==> src/rtl/turfio_pkg.sv <==
// -----------------------------------------------------------------------------
// turfio_pkg
// Shared types and default constants for the TURFIO word assembler.
//   assembler_state_t   : alignment FSM states (HUNT, CHECK, LOCKED)
//   TRAIN_PATTERN_DEF   : default training word that marks the word boundary
//   CE_PERIOD_DEF       : default aclk cycles between nibble CEs
//   NIBBLES_PER_WORD    : nibbles assembled into one 32-bit word
// -----------------------------------------------------------------------------
package turfio_pkg;

  typedef enum logic [1:0] {
    HUNT   = 2'd0,
    CHECK  = 2'd1,
    LOCKED = 2'd2
  } assembler_state_t;

  localparam logic [31:0] TRAIN_PATTERN_DEF = 32'hA55A6996;
  localparam int          CE_PERIOD_DEF     = 3;
  localparam int          NIBBLES_PER_WORD  = 8;

endpackage

==> src/rtl/turfio_ce_cadence_mon.sv <==
// -----------------------------------------------------------------------------
// turfio_ce_cadence_mon
// Watches the spacing of data_ce_i pulses and flags cadence violations.
//   aclk_i     in  : block clock
//   aresetn_i  in  : asynchronous active-low reset
//   data_ce_i  in  : nibble valid strobe from the transfer stage
//   ce_err_o   out : 1-cycle registered strobe on a cadence violation
// A CE arriving early (gap < CE_PERIOD) is flagged. A late CE is flagged
// once, at the moment the gap reaches CE_PERIOD+1, so the CE that finally
// ends the timed-out gap is not flagged a second time.
// -----------------------------------------------------------------------------
module turfio_ce_cadence_mon
  import turfio_pkg::*;
#(
  parameter int CE_PERIOD = CE_PERIOD_DEF
) (
  input  logic aclk_i,
  input  logic aresetn_i,
  input  logic data_ce_i,
  output logic ce_err_o
);

  localparam int             GW  = $clog2(CE_PERIOD + 2);
  localparam logic [GW-1:0]  PER = GW'(CE_PERIOD);
  localparam logic [GW-1:0]  SAT = GW'(CE_PERIOD + 1);

  // gap_q == 0 means no CE seen since reset, so the first CE is never judged.
  logic [GW-1:0] gap_q, gap_d;
  logic          err_q, err_d;

  // NOTE: every signal written here gets a default first, so no path can leave it unassigned and infer a latch.
  always_comb begin
    gap_d = gap_q;
    err_d = 1'b0;
    if (data_ce_i) begin
      gap_d = GW'(1);
      // A gap of CE_PERIOD is correct; CE_PERIOD+1 was already flagged on timeout.
      if (gap_q != '0 && gap_q < PER) err_d = 1'b1;
    end else if (gap_q != '0 && gap_q != SAT) begin
      gap_d = gap_q + 1'b1;
      if (gap_q == PER) err_d = 1'b1;
    end
  end

  // NOTE: sequential state uses non-blocking assignments so every register samples pre-edge values.
  always_ff @(posedge aclk_i or negedge aresetn_i) begin
    if (!aresetn_i) begin
      gap_q <= '0;
      err_q <= 1'b0;
    end else begin
      gap_q <= gap_d;
      err_q <= err_d;
    end
  end

  assign ce_err_o = err_q;

endmodule

==> src/rtl/turfio_word_assembler.sv <==
// -----------------------------------------------------------------------------
// turfio_word_assembler
// Assembles the 4-bit nibble stream into 32-bit words (MSB nibble first),
// finds word alignment against a training pattern and counts link errors.
//   aclk_i, aresetn_i   : clock, asynchronous active-low reset
//   data_i, data_ce_i   : nibble and its valid strobe
//   capture_err_i       : upstream capture error flag (counted)
//   train_en_i          : link is sending TRAIN_PATTERN; enables hunt/check
//   realign_i           : drop lock and re-hunt (overrides everything else)
//   err_clear_i         : zero the error counter
//   word_o/word_valid_o : assembled word and its 1-cycle strobe (locked only)
//   locked_o            : alignment established
//   ce_err_o            : CE cadence violation strobe
//   err_count_o         : saturating count of error cycles
// -----------------------------------------------------------------------------
module turfio_word_assembler
  import turfio_pkg::*;
#(
  parameter logic [31:0] TRAIN_PATTERN = TRAIN_PATTERN_DEF,
  parameter int          LOCK_COUNT    = 4,
  parameter int          CE_PERIOD     = CE_PERIOD_DEF,
  parameter int          ERR_CNT_WIDTH = 16
) (
  input  logic                     aclk_i,
  input  logic                     aresetn_i,
  input  logic [3:0]               data_i,
  input  logic                     data_ce_i,
  input  logic                     capture_err_i,
  input  logic                     train_en_i,
  input  logic                     realign_i,
  input  logic                     err_clear_i,
  output logic [31:0]              word_o,
  output logic                     word_valid_o,
  output logic                     locked_o,
  output logic                     ce_err_o,
  output logic [ERR_CNT_WIDTH-1:0] err_count_o
);

  localparam int MW = $clog2(LOCK_COUNT + 1);

  assembler_state_t         state_q, state_d;
  logic [31:0]              sreg_q, sreg_d;
  logic [2:0]               nib_cnt_q, nib_cnt_d;
  logic [MW-1:0]            match_q, match_d, match_inc;
  logic [31:0]              word_q, word_d;
  logic                     valid_q, valid_d;
  logic [ERR_CNT_WIDTH-1:0] err_q, err_d;
  logic                     word_done;
  logic                     lock_loss;
  logic                     ce_err;

  turfio_ce_cadence_mon #(
    .CE_PERIOD (CE_PERIOD)
  ) u_cadence (
    .aclk_i    (aclk_i),
    .aresetn_i (aresetn_i),
    .data_ce_i (data_ce_i),
    .ce_err_o  (ce_err)
  );

  // Comparisons use the post-shift value so the nibble arriving this cycle counts.
  assign sreg_d    = data_ce_i ? {sreg_q[27:0], data_i} : sreg_q;
  assign word_done = data_ce_i && (nib_cnt_q == 3'd7);
  assign match_inc = match_q + 1'b1;

  always_comb begin
    state_d   = state_q;
    nib_cnt_d = data_ce_i ? nib_cnt_q + 1'b1 : nib_cnt_q;
    match_d   = match_q;
    word_d    = word_q;
    valid_d   = 1'b0;
    lock_loss = 1'b0;

    if (realign_i) begin
      state_d   = HUNT;
      nib_cnt_d = '0;
      match_d   = '0;
    end else begin
      case (state_q)
        HUNT: begin
          // Sliding search: any CE may mark the end of a training word.
          if (train_en_i && data_ce_i && sreg_d == TRAIN_PATTERN) begin
            nib_cnt_d = '0;
            match_d   = MW'(1);
            state_d   = (LOCK_COUNT == 1) ? LOCKED : CHECK;
          end
        end
        CHECK: begin
          if (!train_en_i) begin
            state_d = HUNT;
            match_d = '0;
          end else if (word_done) begin
            if (sreg_d == TRAIN_PATTERN) begin
              match_d = match_inc;
              if (match_inc == MW'(LOCK_COUNT)) state_d = LOCKED;
            end else begin
              state_d = HUNT;
              match_d = '0;
            end
          end
        end
        LOCKED: begin
          if (word_done) begin
            valid_d = 1'b1;
            word_d  = sreg_d;
            // The mismatching word is still delivered; only the lock is dropped.
            if (train_en_i && sreg_d != TRAIN_PATTERN) begin
              state_d   = HUNT;
              match_d   = '0;
              lock_loss = 1'b1;
            end
          end
        end
        default: state_d = HUNT;
      endcase
    end
  end

  // Clear beats increment; several simultaneous error sources count once.
  always_comb begin
    err_d = err_q;
    if (err_clear_i) begin
      err_d = '0;
    end else if ((capture_err_i || ce_err || lock_loss) && err_q != '1) begin
      err_d = err_q + 1'b1;
    end
  end

  always_ff @(posedge aclk_i or negedge aresetn_i) begin
    if (!aresetn_i) begin
      state_q   <= HUNT;
      sreg_q    <= '0;
      nib_cnt_q <= '0;
      match_q   <= '0;
      word_q    <= '0;
      valid_q   <= 1'b0;
      err_q     <= '0;
    end else begin
      state_q   <= state_d;
      sreg_q    <= sreg_d;
      nib_cnt_q <= nib_cnt_d;
      match_q   <= match_d;
      word_q    <= word_d;
      valid_q   <= valid_d;
      err_q     <= err_d;
    end
  end

  assign word_o       = word_q;
  assign word_valid_o = valid_q;
  assign locked_o     = (state_q == LOCKED);
  assign ce_err_o     = ce_err;
  assign err_count_o  = err_q;

endmodule

==> config.mk <==
export PLATFORM = sky130hd
export DESIGN_NAME = turfio_word_assembler
export DESIGN_NICKNAME = d
export VERILOG_FILES = /design/src/rtl/turfio_pkg.sv /design/src/rtl/turfio_ce_cadence_mon.sv /design/src/rtl/turfio_word_assembler.sv
export SDC_FILE = /design/constraint.sdc
export NUM_CORES = 1
export LEC_CHECK = 0
export CAP_MARGIN = 10
export CORE_AREA = 8 8 90 108
export CTS_BUF_LIST = sky130_fd_sc_hd__clkbuf_16
export CTS_CLUSTER_DIAMETER = 80
export DETAILED_ROUTE_END_ITERATION = 16
export DIE_AREA = 0 0 98 116
export GPL_TIMING_DRIVEN = 0
export PLACE_DENSITY = 0.84
export SLEW_MARGIN = 10
export SYNTH_ARGS = -nofsm -noshare
export SYNTH_HDL_FRONTEND = slang
export SYNTH_SLANG_ARGS = --single-unit
==> constraint.sdc <==
create_clock -name aclk_i -period 2.8 [get_ports aclk_i]
set_clock_uncertainty 0.05 [all_clocks]
set_input_delay 0.84 -clock aclk_i [delete_from_list [all_inputs] [get_ports aclk_i]]
set_output_delay 0.84 -clock aclk_i [all_outputs]
set_load 0.03 [all_outputs]
* Word-level counts from Yosys, hierarchy flattened *
Cells that the tools add are included.

operators by class
  $add $sub $neg = 4
  multipliers = 0
  div/mod/pow operators = 0
  magnitude comparators = 1
  eq/ne operators = 14
  shift-type cells = 0
  muxes and demuxes = 37
  bitwise logic cells = 1
  reductions and logical operators = 17

operator list
  kind                                                count
  2-to-1 mux 3 bit                                    13
  == test 32 bit, second input constant               1
  2-to-1 mux 16 bit                                   2
  2-to-1 mux 32 bit                                   1
  != test 32 bit, second input constant               1
  adder 16 x 1 -> 16 bit, second input constant       1
  2-to-1 mux 2 bit                                    8
  != test 16 bit, second input constant               1
  2-to-1 mux 1 bit                                    11
  AND reduction 5 bit                                 2
  adder 3 x 1 -> 3 bit, second input constant         3
  case mux 3 bit (3 select lines)                     1
  logical AND 1 bit                                   7
  == test 3 bit, second input constant                2
  != test 3 x 2 -> 1 bit, second input constant       2
  != test 3 bit, second input constant                2
  case mux 2 bit (3 select lines)                     1
  != test 5 bit, second input constant                1
  != test 4 bit, second input constant                1
  nonzero test 2 bit                                  2
  nonzero test 4 bit                                  1
  == test 3 x 2 -> 1 bit, second input constant       1
  < comparator 3 x 2 -> 1 bit, second input constant  1
  AND reduction 3 bit                                 1
  other kinds (6)                                     7

word-level totals
  bits in registers = 93
  bits in latches = 0
  memory bits (writable) = 0
  memory bits (read-only) = 0
  input port bits = 11
  output and inout port bits = 51
  word-level logic and storage cells = 83
  memories = 0

* Logic depth before layout (Yosys ltp) *
  depth in word-level cells = 11
  gate-level depth with buffers = 11
  gate-level depth less buffers = 9

* By module *
A second synthesis with hierarchy kept.

unflattened totals
  cell total of the unflattened synthesis = 366
  area, all modules = 4,290.4 um2

by module, submodules not included
  module                 times used  cells each  area an instance (um2)  seq. area each (um2)
  turfio_word_assembler  1           346         4,081.4                 2,227.1
  turfio_ce_cadence_mon  1           20          209.0                   100.1

* Worst setup path after synthesis *
OpenSTA, ideal clock, no wires.

  kind = input to register
  start point = input data_ce_i
  end point = register match_q[2]
  setup time = 121 ps
  arrival time = 2,867 ps
  data required time = 2,629 ps
  path slack = -238 ps
  stages on the path = 9
  buffers on the path = 1
  path through = buf_6 or4b_1 a21oi_1 o2111ai_1 nor4_4 mux2i_1 nor3_4 a311o_1 a22o_1

on the way
  cells in the longest elaborated chain, start to end = 7
  elaborated cells on any way between the ends = 17
  those cells by class = 6 x eq/ne; 6 x mux; 5 x reduce/logical

ends and longest elaborated chain
  element                          line                                                      source
  start: declaration               turfio_word_assembler.sv:27                               input logic data_ce_i,
  2-to-1 mux 32 bit                turfio_word_assembler.sv:62                               assign sreg_d = data_ce_i ? {sreg_q[27:0], data_i} : sreg_q;
  == test 32 bit                   turfio_word_assembler.sv:82, turfio_word_assembler.sv:93
  2-to-1 mux 3 bit                 turfio_word_assembler.sv:93                               if (sreg_d == TRAIN_PATTERN) begin
  2-to-1 mux 3 bit                 turfio_word_assembler.sv:92                               end else if (word_done) begin
  2-to-1 mux 3 bit                 turfio_word_assembler.sv:89                               if (!train_en_i) begin
  case mux 3 bit (3 select lines)  turfio_word_assembler.sv:79                               case (state_q)
  2-to-1 mux 3 bit                 turfio_word_assembler.sv:74                               if (realign_i) begin
  end signal: assignment           turfio_word_assembler.sv:142                              match_q <= match_d;
  end: declaration                 turfio_word_assembler.sv:44                               logic [MW-1:0] match_q, match_d, match_inc;

Several ways; a longest one is shown, not always the timed one. The select of a mux whose other input is x is not followed.
A chain may end at the register's enable or synchronous reset.

* Worst setup path after layout *
  start point = input data_ce_i
  end point = register match_q[1]

The elaborated chain is that of the path after synthesis.

==> metrics <==
max_slew headroom 58.1%; CP cell instances buf_12 -> buf_8 -> mux2i_4 -> nor4_4 -> o2111ai_2 -> nor4_4 -> buf_4 -> buf_6 -> nand4b_1 -> inv_2 -> nand3_2 -> o31ai_1; number of buffers added by the clock tree synthesis step 9; setup-violating endpoint count in the final report 1; die footprint 11,400 sq um; overall power after layout 3.64 mW; CTS tree built; net count after synthesis 416; CP endpoint kind flip-flop; clock latency reported for the late side of the worst-skew pair 0.33 ns; placer congestion estimate 0.835; share of flip-flops with an asynchronous set or reset 100%; via count 3,213; startpoint type of the worst setup path input port; highest-delay cell along the critical path sky130_fd_sc_hd__nor4_4; vias in the first global route 3,399; CP dominant cell by count sky130_fd_sc_hd__nor4_4; power per cell area 671 nW/um^2; run status finished, violations left; final hold violation count 0; wire length of the first global-routing pass 16,600 um; Detailed Place HPWL 7000 um; Leak 2.56 nW; setup slack at placement -0.735 ns; Peak VDD IR 0.361 mV; maximum clock insertion buffer count 2; maximum fanout along the worst path 8; Fin Hold WS 0.424 ns; diode insertion count for antenna repair 0; effective utilization at floorplan 52.6%; Seq. cell area 2330 sq um; post-synth design cell area 4190 sq um; final critical-path required period 2.80 ns; post-synthesis sequential area ratio 55.5%; number of buffers inserted by port buffering 59; critical path arrival 2.99 ns; area used by multi-input combinational logic 1820 sq um; Global Route Usage Sum 18.4%; filler instances 588; period utilization 100%; Total Routed Length 9790 um; initial detailed-routing violation count 178; CTS Root Cell sky130_fd_sc_hd__clkbuf_16; register bit total from synthesis 93; antenna violations before repair 0; height of the die 116 um; Site Rows 36; clock sink total 93; Core ar. 7970 sq um; required time at the endpoint of the critical path 2.99 ns; number of unique standard cell types used by synthesis 47; layout cell share with drive strength beyond 1 15.8%; violations in the final reports negative setup slack; antenna viol nets, final 0; final count of pins violating max slew 0; sum of buffers and inverters on the critical path 5; path type of the worst min-delay path reg -> reg; number of iterations in the first detailed-routing pass 5; count of synthesis-stage warnings from yosys 0; net count reported at finish 497; Fmax achieved 357 MHz; delay-heaviest family, CP simple AND/OR/NAND/NOR gates; CTS clk-pin slew, worst paths 0.06 ns; worst-margin pin slew 0.625 ns; maximum level of the CTS H-tree 3; commonest cells after routing, fill and taps aside sky130_fd_sc_hd__nand2_1 (93), sky130_fd_sc_hd__dfrtp_1 (93), sky130_fd_sc_hd__clkdlybuf4s50_1 (56); main flop type after synthesis sky130_fd_sc_hd__dfrtp_1; Area growth syn-to-layout 29.5%; DRC viols 0; class of the most critical setup path in -> reg; die span in x 98 um; routed wirelength normalized by instance count 17.0 um; Final Worst Setup Slack -0.00153 ns; Max-Cap Viols 0; number of enable-type register cells in the synthesized netlist 0; stage delay of the slowest cell on the critical path 0.34 ns; total gr overflow 0; number of vias per cell after detailed routing 5.59; pin count of the biggest net entering global routing 53; per-instance average area after synthesis 10.6 sq um; unrepaired setup endpoints after global routing yes; Boundary Pins 62; number of instances in the synthesized netlist 394
-- per-layer routing --
metal / vias up / GRT usage (%) / share of wire [%]
li1: 1510 / - / -
met1: 1591 / 20.7 / 41
met2: 93 / 32.8 / 51
met3: 19 / 4.69 / 5.7
met4: 0 / 7.19 / 2.1
met5: - / 0 / 0
-- worst register-to-register path: stages (launching register included) --
cell and delay (ns):
sky130_fd_sc_hd__dfrtp_1 0.42, sky130_fd_sc_hd__or4bb_1 0.52, sky130_fd_sc_hd__a21oi_2 0.18, sky130_fd_sc_hd__o2111ai_2 0.16, sky130_fd_sc_hd__nor4_4 0.27, sky130_fd_sc_hd__buf_4 0.19, sky130_fd_sc_hd__buf_6 0.09, sky130_fd_sc_hd__nand4b_1 0.16
sky130_fd_sc_hd__inv_2 0.15, sky130_fd_sc_hd__nand3_2 0.07, sky130_fd_sc_hd__o31ai_1 0.24
-- cell type report --
type	count	area share (%)
clock inverter	7	1.66
clock buffer	9	4.15
tap	95	2.19
inverter	13	0.899
multi-input combinational	272	33.6
buffer	16	1.78
sequential	93	42.9
timing repair buffer	70	12.9
-- path summary, 6_finish.rpt --
check	start	end	slack, ns	depth (start not counted)
min in group asynchronous	aresetn_i	match_q[1]$_DFFE_PN0P_	0.45	1
setup reg to reg	sreg_q[19]$_DFF_PN0_	match_q[1]$_DFFE_PN0P_	0.20	10
max in group asynchronous	aresetn_i	word_o[28]$_DFFE_PN0P_	1.61	2
hold reg to reg	word_o[27]$_DFFE_PN0P_	word_o[27]$_DFFE_PN0P_	0.42	2
hold / removal	word_o[27]$_DFFE_PN0P_	word_o[27]$_DFFE_PN0P_	0.42	2
setup / recovery	data_ce_i	match_q[1]$_DFFE_PN0P_	-0.002	12
-- metrics by stage --
step	area (sq um)	std cells	utilization [%]	setup TNS, ns
finish	5430	575	68.1	-0.00153
global route	5430	575	68.1	-0.190
CTS	5400	575	67.7	-0.205
detailed placement	4950	549	62.1	-13.12
global placement	4920	548	61.8	-237.67
floorplan	4210	394	-	-0.829
-- report_power, final --
group | total, mW | leakage [nW] | switching [mW] | internal [mW]
registers | 1.67 | 1.23 | 0.162 | 1.50
clock network | 1.28 | 0.151 | 0.504 | 0.777
logic | 0.695 | 1.18 | 0.375 | 0.320
total | 3.64 | 2.56 | 1.04 | 2.60
-- what timing repair did --
action	4_1_cts	5_1_grt
gates resized for setup	15	7
buffers inserted	10	0
hold buffers	0	0
setup endpoints to repair	21	21
pin swaps	10	2
-- synth_stat cells (all sizes together) (3+ instances only) --
cell | count | area share, %
mux2i | 9 | 2.1
nor4 | 8 | 1.6
a21oi | 7 | 0.84
a31oi | 3 | 0.45
clkbuf | 8 | 0.72
and2 | 4 | 0.60
xor2 | 18 | 3.8
nand4 | 11 | 1.6
nand4b | 3 | 0.63
and3 | 5 | 0.75
ha | 11 | 3.3
o21ai | 7 | 0.84
nor3 | 5 | 0.87
mux2 | 26 | 7.1
buf | 8 | 1.0
nand2b | 7 | 1.0
dfrtp | 93 | 56
nand2 | 93 | 8.3
inv | 12 | 1.1
nor2 | 26 | 2.3
nand3 | 5 | 0.60
-- sequential cells by signal, summed over array words and instances, names as in the netlist --
register and cells:
sreg_q 32, word_o 32, err_count_o 16, match_q 3
nib_cnt_q 3, u_cadence.gap_q 3, state_q 2, u_cadence.ce_err_o 1
word_valid_o 1
-- logic make-up after synthesis --
| logic type | count (synthesis) | synth area share, % |
|---|---|---|
| simple gates | 179 | 20.7 |
| flops | 93 | 55.5 |
| mux | 35 | 9.23 |
| compound gates | 29 | 4.54 |
| buf+inv | 29 | 2.93 |
| xor+xnor | 18 | 3.76 |
| fa+ha+maj | 11 | 3.28 |
Note: power is estimated with default switching activity, not from simulation.
